===== config.mk =====
export PLATFORM = sky130hd
export DESIGN_NAME = alu_issue_unit
export DESIGN_NICKNAME = d
export VERILOG_FILES = /design/src/rtl/alu_pkg.sv /design/src/rtl/cmd_fifo.sv /design/src/rtl/alu_issue_unit.sv
export SDC_FILE = /design/constraint.sdc
export NUM_CORES = 1
export LEC_CHECK = 0
export ABC_AREA = 1
export CELL_PAD_IN_SITES_DETAIL_PLACEMENT = 0
export CELL_PAD_IN_SITES_GLOBAL_PLACEMENT = 1
export CORE_MARGIN = 5
export CORE_UTILIZATION = 35
export DETAILED_ROUTE_END_ITERATION = 8
export PLACE_DENSITY_LB_ADDON = 0.1
export SLEW_MARGIN = 20
export SYNTH_ARGS = -nofsm -noshare
export SYNTH_HDL_FRONTEND = slang
export SYNTH_SLANG_ARGS = --single-unit
export TNS_END_PERCENT = 5

===== constraint.sdc =====
create_clock -name clk -period 3.9 [get_ports clk]
set_input_delay 0.78 -clock clk [delete_from_list [all_inputs] [get_ports clk]]
set_output_delay 0.78 -clock clk [all_outputs]
set_load 0.01 [all_outputs]

===== src/rtl/alu_pkg.sv =====
// alu_pkg: opcodes, issue FSM states and opcode legality shared by the ALU issue path
package alu_pkg;
    localparam logic [2:0] OP_AND = 3'b000;
    localparam logic [2:0] OP_OR  = 3'b001;
    localparam logic [2:0] OP_ADD = 3'b010;
    localparam logic [2:0] OP_SUB = 3'b110;
    localparam logic [2:0] OP_SLT = 3'b111;

    typedef enum logic [1:0] {IDLE, ISSUE, RESP} state_t;

    function automatic logic op_is_legal(input logic [2:0] op);
        return op inside {OP_AND, OP_OR, OP_ADD, OP_SUB, OP_SLT};
    endfunction
endpackage


===== src/rtl/cmd_fifo.sv =====
// cmd_fifo: DEPTH-entry command FIFO with wrap-bit pointers
// Ports: clk, rst (async, active-high); push/din write; pop reads the head shown on dout;
// full/empty status. Pushes while full and pops while empty are ignored.
module cmd_fifo #(
    parameter int DEPTH = 4,
    parameter int WIDTH = 8
) (
    input  logic             clk,
    input  logic             rst,
    input  logic             push,
    input  logic [WIDTH-1:0] din,
    input  logic             pop,
    output logic [WIDTH-1:0] dout,
    output logic             full,
    output logic             empty
);
    localparam int AW = $clog2(DEPTH);

    logic [AW:0]      wp, rp;
    logic [WIDTH-1:0] mem [DEPTH];

    assign empty = wp == rp;
    assign full  = (wp[AW] != rp[AW]) && (wp[AW-1:0] == rp[AW-1:0]);
    assign dout  = mem[rp[AW-1:0]];

    always_ff @(posedge clk or posedge rst)
        if (rst) begin
            wp <= '0;
            rp <= '0;
        end else begin
            if (push && !full) wp <= wp + 1'b1;
            if (pop && !empty) rp <= rp + 1'b1;
        end

    always_ff @(posedge clk)
        if (push && !full) mem[wp[AW-1:0]] <= din;
endmodule


===== src/rtl/alu_issue_unit.sv =====
// alu_issue_unit: buffers ALU commands, issues them one at a time and returns registered results
// Ports: clk, rst (async, active-high); cmd_* command handshake in; alu_a/alu_b/alu_op to the ALU,
// alu_result/alu_zero/alu_overflow back; rsp_* response handshake out; illegal_op pulse on a
// discarded opcode; sticky_ovf/clr_sticky active only with ALU_ISSUE_STICKY_OVF_EN defined.
module alu_issue_unit import alu_pkg::*; #(
    parameter int DEPTH = 4,
    parameter int W     = 4
) (
    input  logic         clk,
    input  logic         rst,
    input  logic         cmd_valid,
    output logic         cmd_ready,
    input  logic [W-1:0] cmd_a,
    input  logic [W-1:0] cmd_b,
    input  logic [2:0]   cmd_op,
    input  logic         cmd_acc,
    output logic [W-1:0] alu_a,
    output logic [W-1:0] alu_b,
    output logic [2:0]   alu_op,
    input  logic [W-1:0] alu_result,
    input  logic         alu_zero,
    input  logic         alu_overflow,
    output logic         rsp_valid,
    input  logic         rsp_ready,
    output logic [W-1:0] rsp_result,
    output logic         rsp_zero,
    output logic         rsp_ovf,
    output logic         illegal_op,
    output logic         sticky_ovf,
    input  logic         clr_sticky
);
    localparam int EW = 2*W + 4;

    state_t          state;
    logic [W-1:0]    acc_reg;
    logic [EW-1:0]   head;
    logic            full, empty, pop, issue_next, head_legal;
    logic            h_acc;
    logic [2:0]      h_op;
    logic [W-1:0]    h_a, h_b;

    assign {h_acc, h_op, h_a, h_b} = head;
    assign head_legal = op_is_legal(h_op);
    assign cmd_ready  = !full;
    // Illegal heads are only ever dropped from IDLE; RESP leaves them for the next IDLE cycle.
    assign issue_next = !empty && head_legal && (state == IDLE || (state == RESP && rsp_ready));
    assign pop        = issue_next || (state == IDLE && !empty);

    cmd_fifo #(.DEPTH(DEPTH), .WIDTH(EW)) u_fifo (
        .clk   (clk),
        .rst   (rst),
        .push  (cmd_valid && cmd_ready),
        .din   ({cmd_acc, cmd_op, cmd_a, cmd_b}),
        .pop   (pop),
        .dout  (head),
        .full  (full),
        .empty (empty)
    );

    always_ff @(posedge clk or posedge rst)
        if (rst) begin
            state      <= IDLE;
            alu_a      <= '0;
            alu_b      <= '0;
            alu_op     <= '0;
            acc_reg    <= '0;
            rsp_valid  <= 1'b0;
            rsp_result <= '0;
            rsp_zero   <= 1'b0;
            rsp_ovf    <= 1'b0;
            illegal_op <= 1'b0;
        end else begin
            illegal_op <= state == IDLE && !empty && !head_legal;
            if (issue_next) begin
                alu_a  <= h_acc ? acc_reg : h_a;
                alu_b  <= h_b;
                alu_op <= h_op;
            end
            case (state)
                IDLE:  if (issue_next) state <= ISSUE;
                ISSUE: begin
                    rsp_result <= alu_result;
                    rsp_zero   <= alu_zero;
                    rsp_ovf    <= alu_overflow;
                    acc_reg    <= alu_result;
                    rsp_valid  <= 1'b1;
                    state      <= RESP;
                end
                RESP: if (rsp_ready) begin
                    rsp_valid <= 1'b0;
                    state     <= issue_next ? ISSUE : IDLE;
                end
                default: state <= IDLE;
            endcase
        end

`ifdef ALU_ISSUE_STICKY_OVF_EN
    // A capture with overflow takes priority over a clear in the same cycle.
    always_ff @(posedge clk or posedge rst)
        if (rst) sticky_ovf <= 1'b0;
        else if (state == ISSUE && alu_overflow) sticky_ovf <= 1'b1;
        else if (clr_sticky) sticky_ovf <= 1'b0;
`else
    logic unused_clr_sticky;
    assign unused_clr_sticky = clr_sticky;
    assign sticky_ovf = 1'b0;
`endif
endmodule


* After elaboration in Yosys (flattened, before gate mapping)
Memories as Yosys holds them, arrays and structs flattened.
Index checks and enable logic that the tools add are counted.
** Word-level totals
- RAM bits :: 48
- Output and inout port bits :: 21
- Logic and storage cells :: 54
- Register bits after elaboration :: 27
- Memories :: 1
- Bits of input ports :: 23
** Cells by class
- Eq/ne operators :: 11
- Add/subtract/negate cells :: 2
- Multiplexer cells :: 9
- Reduce and logical (&&, ||, !) cells :: 20
** Memories
- u_fifo.mem :: depth 4, width 12, read ports 1, clocked after Yosys merged registers in 0, wr ports 1, RTL line cmd_fifo.sv:20 : logic [WIDTH-1:0] mem [DEPTH];
** Operators by type and width (number)
- $logic_and 1x1->1 :: 9
- $add 3x1->3 const B :: 2
- $eq 3x3->1 const B :: 2
- $pmux 2 s3 :: 1
- $reduce_bool 5->1 :: 1
- $mux 1 :: 4
- $mux 2 :: 2
- $mux 4 :: 1
- $ne 2x2->1 const B :: 2
- $reduce_and 2->1 :: 2
- $eq 3x1->1 const B :: 1
- $eq 3x2->1 const B :: 1
- $eq 3x3->1 :: 1
- $logic_not 1->1 :: 3
- $logic_not 3->1 :: 1
- $eq 2x1->1 const B :: 1
- $eq 2x2->1 :: 1
- $eq 2x2->1 const B :: 1
- $logic_not 2->1 :: 1
- $logic_or 1x1->1 :: 2
- $pmux 1 s2 :: 1
- $reduce_bool 2->1 :: 1
- $ne 1x1->1 :: 1

* Logic depth before layout (Yosys ltp)
An unclocked memory read counts as a cell.
- Word-level depth :: 8
- Gate-level depth with buffers :: 14
- Mapped depth without buffers :: 12

* Hierarchy
A second synthesis with hierarchy kept.
** Unflattened totals
- Cells, all modules :: 294
- Area, all modules :: 3215.6 sq um
** Modules (own cells, without submodules)
- cmd_fifo :: area an instance 2239.6 sq um, instances 1, cells an instance 178, seq. area each 1591.5 sq um
- alu_issue_unit :: area an instance 975.9 sq um, instances 1, cells an instance 116, seq. area each 525.5 sq um

* Least setup slack after synthesis
OpenSTA, ideal clock, no wires.
- Path kind :: reg2reg
- From :: reg u_fifo.rp[0]
- To :: mem u_fifo.mem[3][0] (netlist name) (enable)
- Path slack :: 1924 ps
- Arrival :: 1593 ps
- Path buffers :: 1
- Stages on the path, launching flop included :: 6
- Required time :: 3517 ps
- Setup time :: 383 ps
- Clock period less this slack :: 1976 ps
- Path through :: dfrtp_1 > buf_4 > xnor2_1 > nand4_1 > nand2_1 > nor2_1
** Between the ends
- Cells in the longest elaborated chain, start to end :: 7
** Ends and longest elaborated chain
- start: declaration :: RTL line cmd_fifo.sv:19 : logic [AW:0] wp, rp;
- start signal: assignment :: RTL line cmd_fifo.sv:32 : if (pop && !empty) rp <= rp + 1'b1;
- $eq 2x2->1 (*) :: RTL line cmd_fifo.sv:23 : assign full = (wp[AW] != rp[AW]) && (wp[AW-1:0] == rp[AW-1:0]);
- $logic_and 1x1->1 (*) :: RTL line cmd_fifo.sv:23
- $logic_not 1->1 (*) :: RTL line alu_issue_unit.sv:44 : assign cmd_ready = !full;
- via cmd_ready :: RTL line alu_issue_unit.sv:12 : output logic cmd_ready,
- $logic_and 1x1->1 :: RTL line alu_issue_unit.sv:52 : .push (cmd_valid && cmd_ready),
- $logic_and 1x1->1 (*) :: RTL line cmd_fifo.sv:36 : if (push && !full) mem[wp[AW-1:0]] <= din;
- $mux 1 (*) :: RTL line cmd_fifo.sv:36
- $mux 1 (not written as such) (*) :: RTL line cmd_fifo.sv:36
- end: declaration :: RTL line cmd_fifo.sv:20
The timed path passes the listed nets; every way through them passes the cells marked *.

* Worst setup path in the final report
- From :: reg u_fifo.rp[1]
- To :: out cmd_ready
** Between the ends
- Cells in the longest elaborated chain, start to end :: 3
** Ends and longest elaborated chain (RTL line)
- $eq 2x2->1 :: cmd_fifo.sv:23
- $logic_and 1x1->1 :: cmd_fifo.sv:23
- $logic_not 1->1 :: alu_issue_unit.sv:44
- end: declaration :: alu_issue_unit.sv:12
No other way between the ends.

==> impl_metrics.toml <==
[sta]
slew_violations = 0
hold_viol_final = 0
fin_setup_tns_ps = 0
final.period_utilization = 0.699
fin_crit_ps = 2720
worstMarginPinSlew_ps = 615
setup_ws_ps = 1180
max_slew_margin = 0.590
fmax_mhz = 367
setup_viol = 0
fin_skew_ps = 13.5
rsz0062_at_grt = "no"

[floorplan]
dieArea_sq_mm = 0.0107
pin_count = 44
die_w_microns = 104
rows = 34
die_y_microns = 104
core_area_sq_mm = 0.00864
start_util = 0.356

[logic_synthesis]
ys_ff_latch = 75
ys_warn_count = 0
yosysMostFrequentCell = "nand2_1"
synthTopCellsByCount = "nand2_1 (80), edfxtp_1 (48), dfrtp_1 (27)"
netlist_instances = 278
ys_seq_area_frac = 0.689
synth.distinct_cells = 22
synth_top_area_frac = 0.469
synthTopCellsByArea = "edfxtp_1 (47%), dfrtp_1 (22%), nand2_1 (9.8%), o21ai_0 (3.3%), nor2_1 (3.1%)"
async_reset_ff_frac = 0.360
syn_area_sq_mm = 0.00307
synth_edf_count = 48
synth_top_area_cell = "edfxtp_1"
syn_nets = 306
avgSynthCellArea_sq_um = 11.0
ys.flop_type = "edfxtp_1"

[final_layout]
area_delta_synth_final_pct = 23.1
layout-drive-gt1-share = 0.0725
n_antenna_cell = 0
postLayoutCoreUtil = 0.438
largest_reg_flops = 48
fin_cells = 439
fin_nets = 354

[power]
ir_worst_vdd_v = 0.000283
power_density_mw_per_mm2 = 819
power.leakage_nw = 1.56
p_int_w = 0.00190
swShare = 0.387
p_sw_w = 0.00120
power.share.clock = 0.186
share_seq_of_total_power = 0.404
combPwrFrac = 0.410

[global_routing]
antenna_found_initial = 0
gr-total-overflow = 0
grt_pass1_vias = 2061
grt_pass1_wl_mm = 10.4
grt_max_degree = 28
grtUsageTotal = 0.123

[worst_setup_path]
cp_slowest_cell = "dfrtp_1"
max_stage_delay_ps = 740
start_kind = "flip-flop"
end_kind = "primary output"
path_max_fanout = 16
worstPathRequired_ps = 3120
crit_chain = "xnor2_1 -> nand4_1 -> clkdlybuf4s50_1"
critPathTopFamily = "flip-flops"
ff2ff_setup_slack_ps = 1520
crit_arrival_ps = 1940
crit_buf_inv = 1
worstSetupPathType = "flip-flop to primary output"

[route]
detail_route.wl_per_cell_microns = 14.4
initialDrtViolationCount = 65
first_pass_iters = 4
wl_met3_microns = 312
drcViolationCount = 0
top_layer_used = "met4"
wl_met2_mm = 2.91
vias = 1988
finalWirelength_mm = 6.30
via_per_inst = 4.53
antenna_left = 0
wl_met1_mm = 3.02

[clock_tree]
cts_root_buffer = "clkbuf_8"
cts_buffers = 9
cts_tree = "done"
path_clk_slew_ps = 80
post_cts_buffers = 0
cts_resized = 0
max-clock-path-buffers = 2
htree_levels = 3
cts_hold_buf = 0
clock-sinks = 75
clk_latency_ps = 340

[place]
dp_slack_ps = 1470
dp.cells = 423
port-buffer-count = 41
hpwl_mm = 3.99
place_congestion = 0.693

[run]
maxCapViolations = 0

[outcome]
status = "complete, no violations"

[worst_hold_path]
hold_class = "flip-flop to flip-flop"
cells by family (layout without fill, tap and decap cells):
family          Yosys count  count (layout)  synth area share
buf+inv                  32              85            0.0501
fa+ha+maj                 5               5            0.0204
other cells               1               1           0.00122
flops                    75              75             0.689
compound gates           37              37            0.0660
xor+xnor                  5               5            0.0143
simple gates            123             123             0.159
metal layers:
metal | vias up | global-route usage
li1 | 1017 | -
met3 | 4 | 0.0435
met5 | - | 0
met4 | 0 | 0.0426
met2 | 47 | 0.194
met1 | 920 | 0.158
power by group through the flow:
stage	clock network [W]	registers, W	logic, W
6_report	0.000577	0.00125	0.00127
3_5_place_dp	0	0.00127	0.00129
4_1_cts	0.000596	0.00125	0.00130
3_3_place_gp	0	0.00126	0.00129
5_1_grt	0.000635	0.00128	0.00144
2_1_floorplan	0	0.00127	0.000831
through the flow:
step	instance area, sq um	total power [W]	hold WS, ps
CTS	3780	0.00315	478
detailed placement	3590	0.00256	459
global route	3780	0.00336	490
floorplan	3070	0.00211	463
global placement	3590	0.00256	453
finish	3780	0.00310	471
layout by cell type (no fill, tap or decap):
master	synthesis	layout
nand2_1	80	80
edfxtp_1	48	48
clkdlybuf4s50_1	0	41
dfrtp_1	27	27
nor2_1	25	25
inv_1	20	20
o21ai_0	20	20
nand3_1	15	15
clkbuf_8	0	9
o22ai_1	8	8
buf_4	4	6
o21ai_1	5	5
ha_1	5	5
a21boi_0	3	3
xor2_1	3	3
inv_2	2	2
xnor2_1	2	2
nand2_2	2	2
clkinvlp_4	0	2
clkinv_1	0	2
nand4_1	1	1
a21oi_1	1	1
conb_1	1	1
clkinv_2	0	1
bufinv_16	0	1
inv_6	0	1
cell type report:
class                   count  area [sq um]
fillers                   839          4850
repair buffers             47           455
well taps                 108           135
multi-input cells         171           801
clock inverters             7          66.3
clock buffers               9           124
flip-flops and latches     75          2120
inverters                  22          82.6
tightest hold or removal path: cells and delay by family, from the launching register on:
kind | cells | cell delay [ps]
simple gates | 2 | 100
flops | 1 | 340
path summary, 6_finish.rpt:
check | start | endpoint | cells after the start
max in group asynchronous | rst | state[0] | 3
min in group asynchronous | rst | u_fifo.wp[2] | 3
worst max register to register | u_fifo.rp[1] | alu_b[0] | 10
worst min register to register | rsp_ovf | rsp_ovf | 2
worst max-delay path | u_fifo.rp[1] | cmd_ready | 3
worst min-delay path | rsp_ovf | rsp_ovf | 2
No activity file was read; power rests on OpenSTA's default activity.
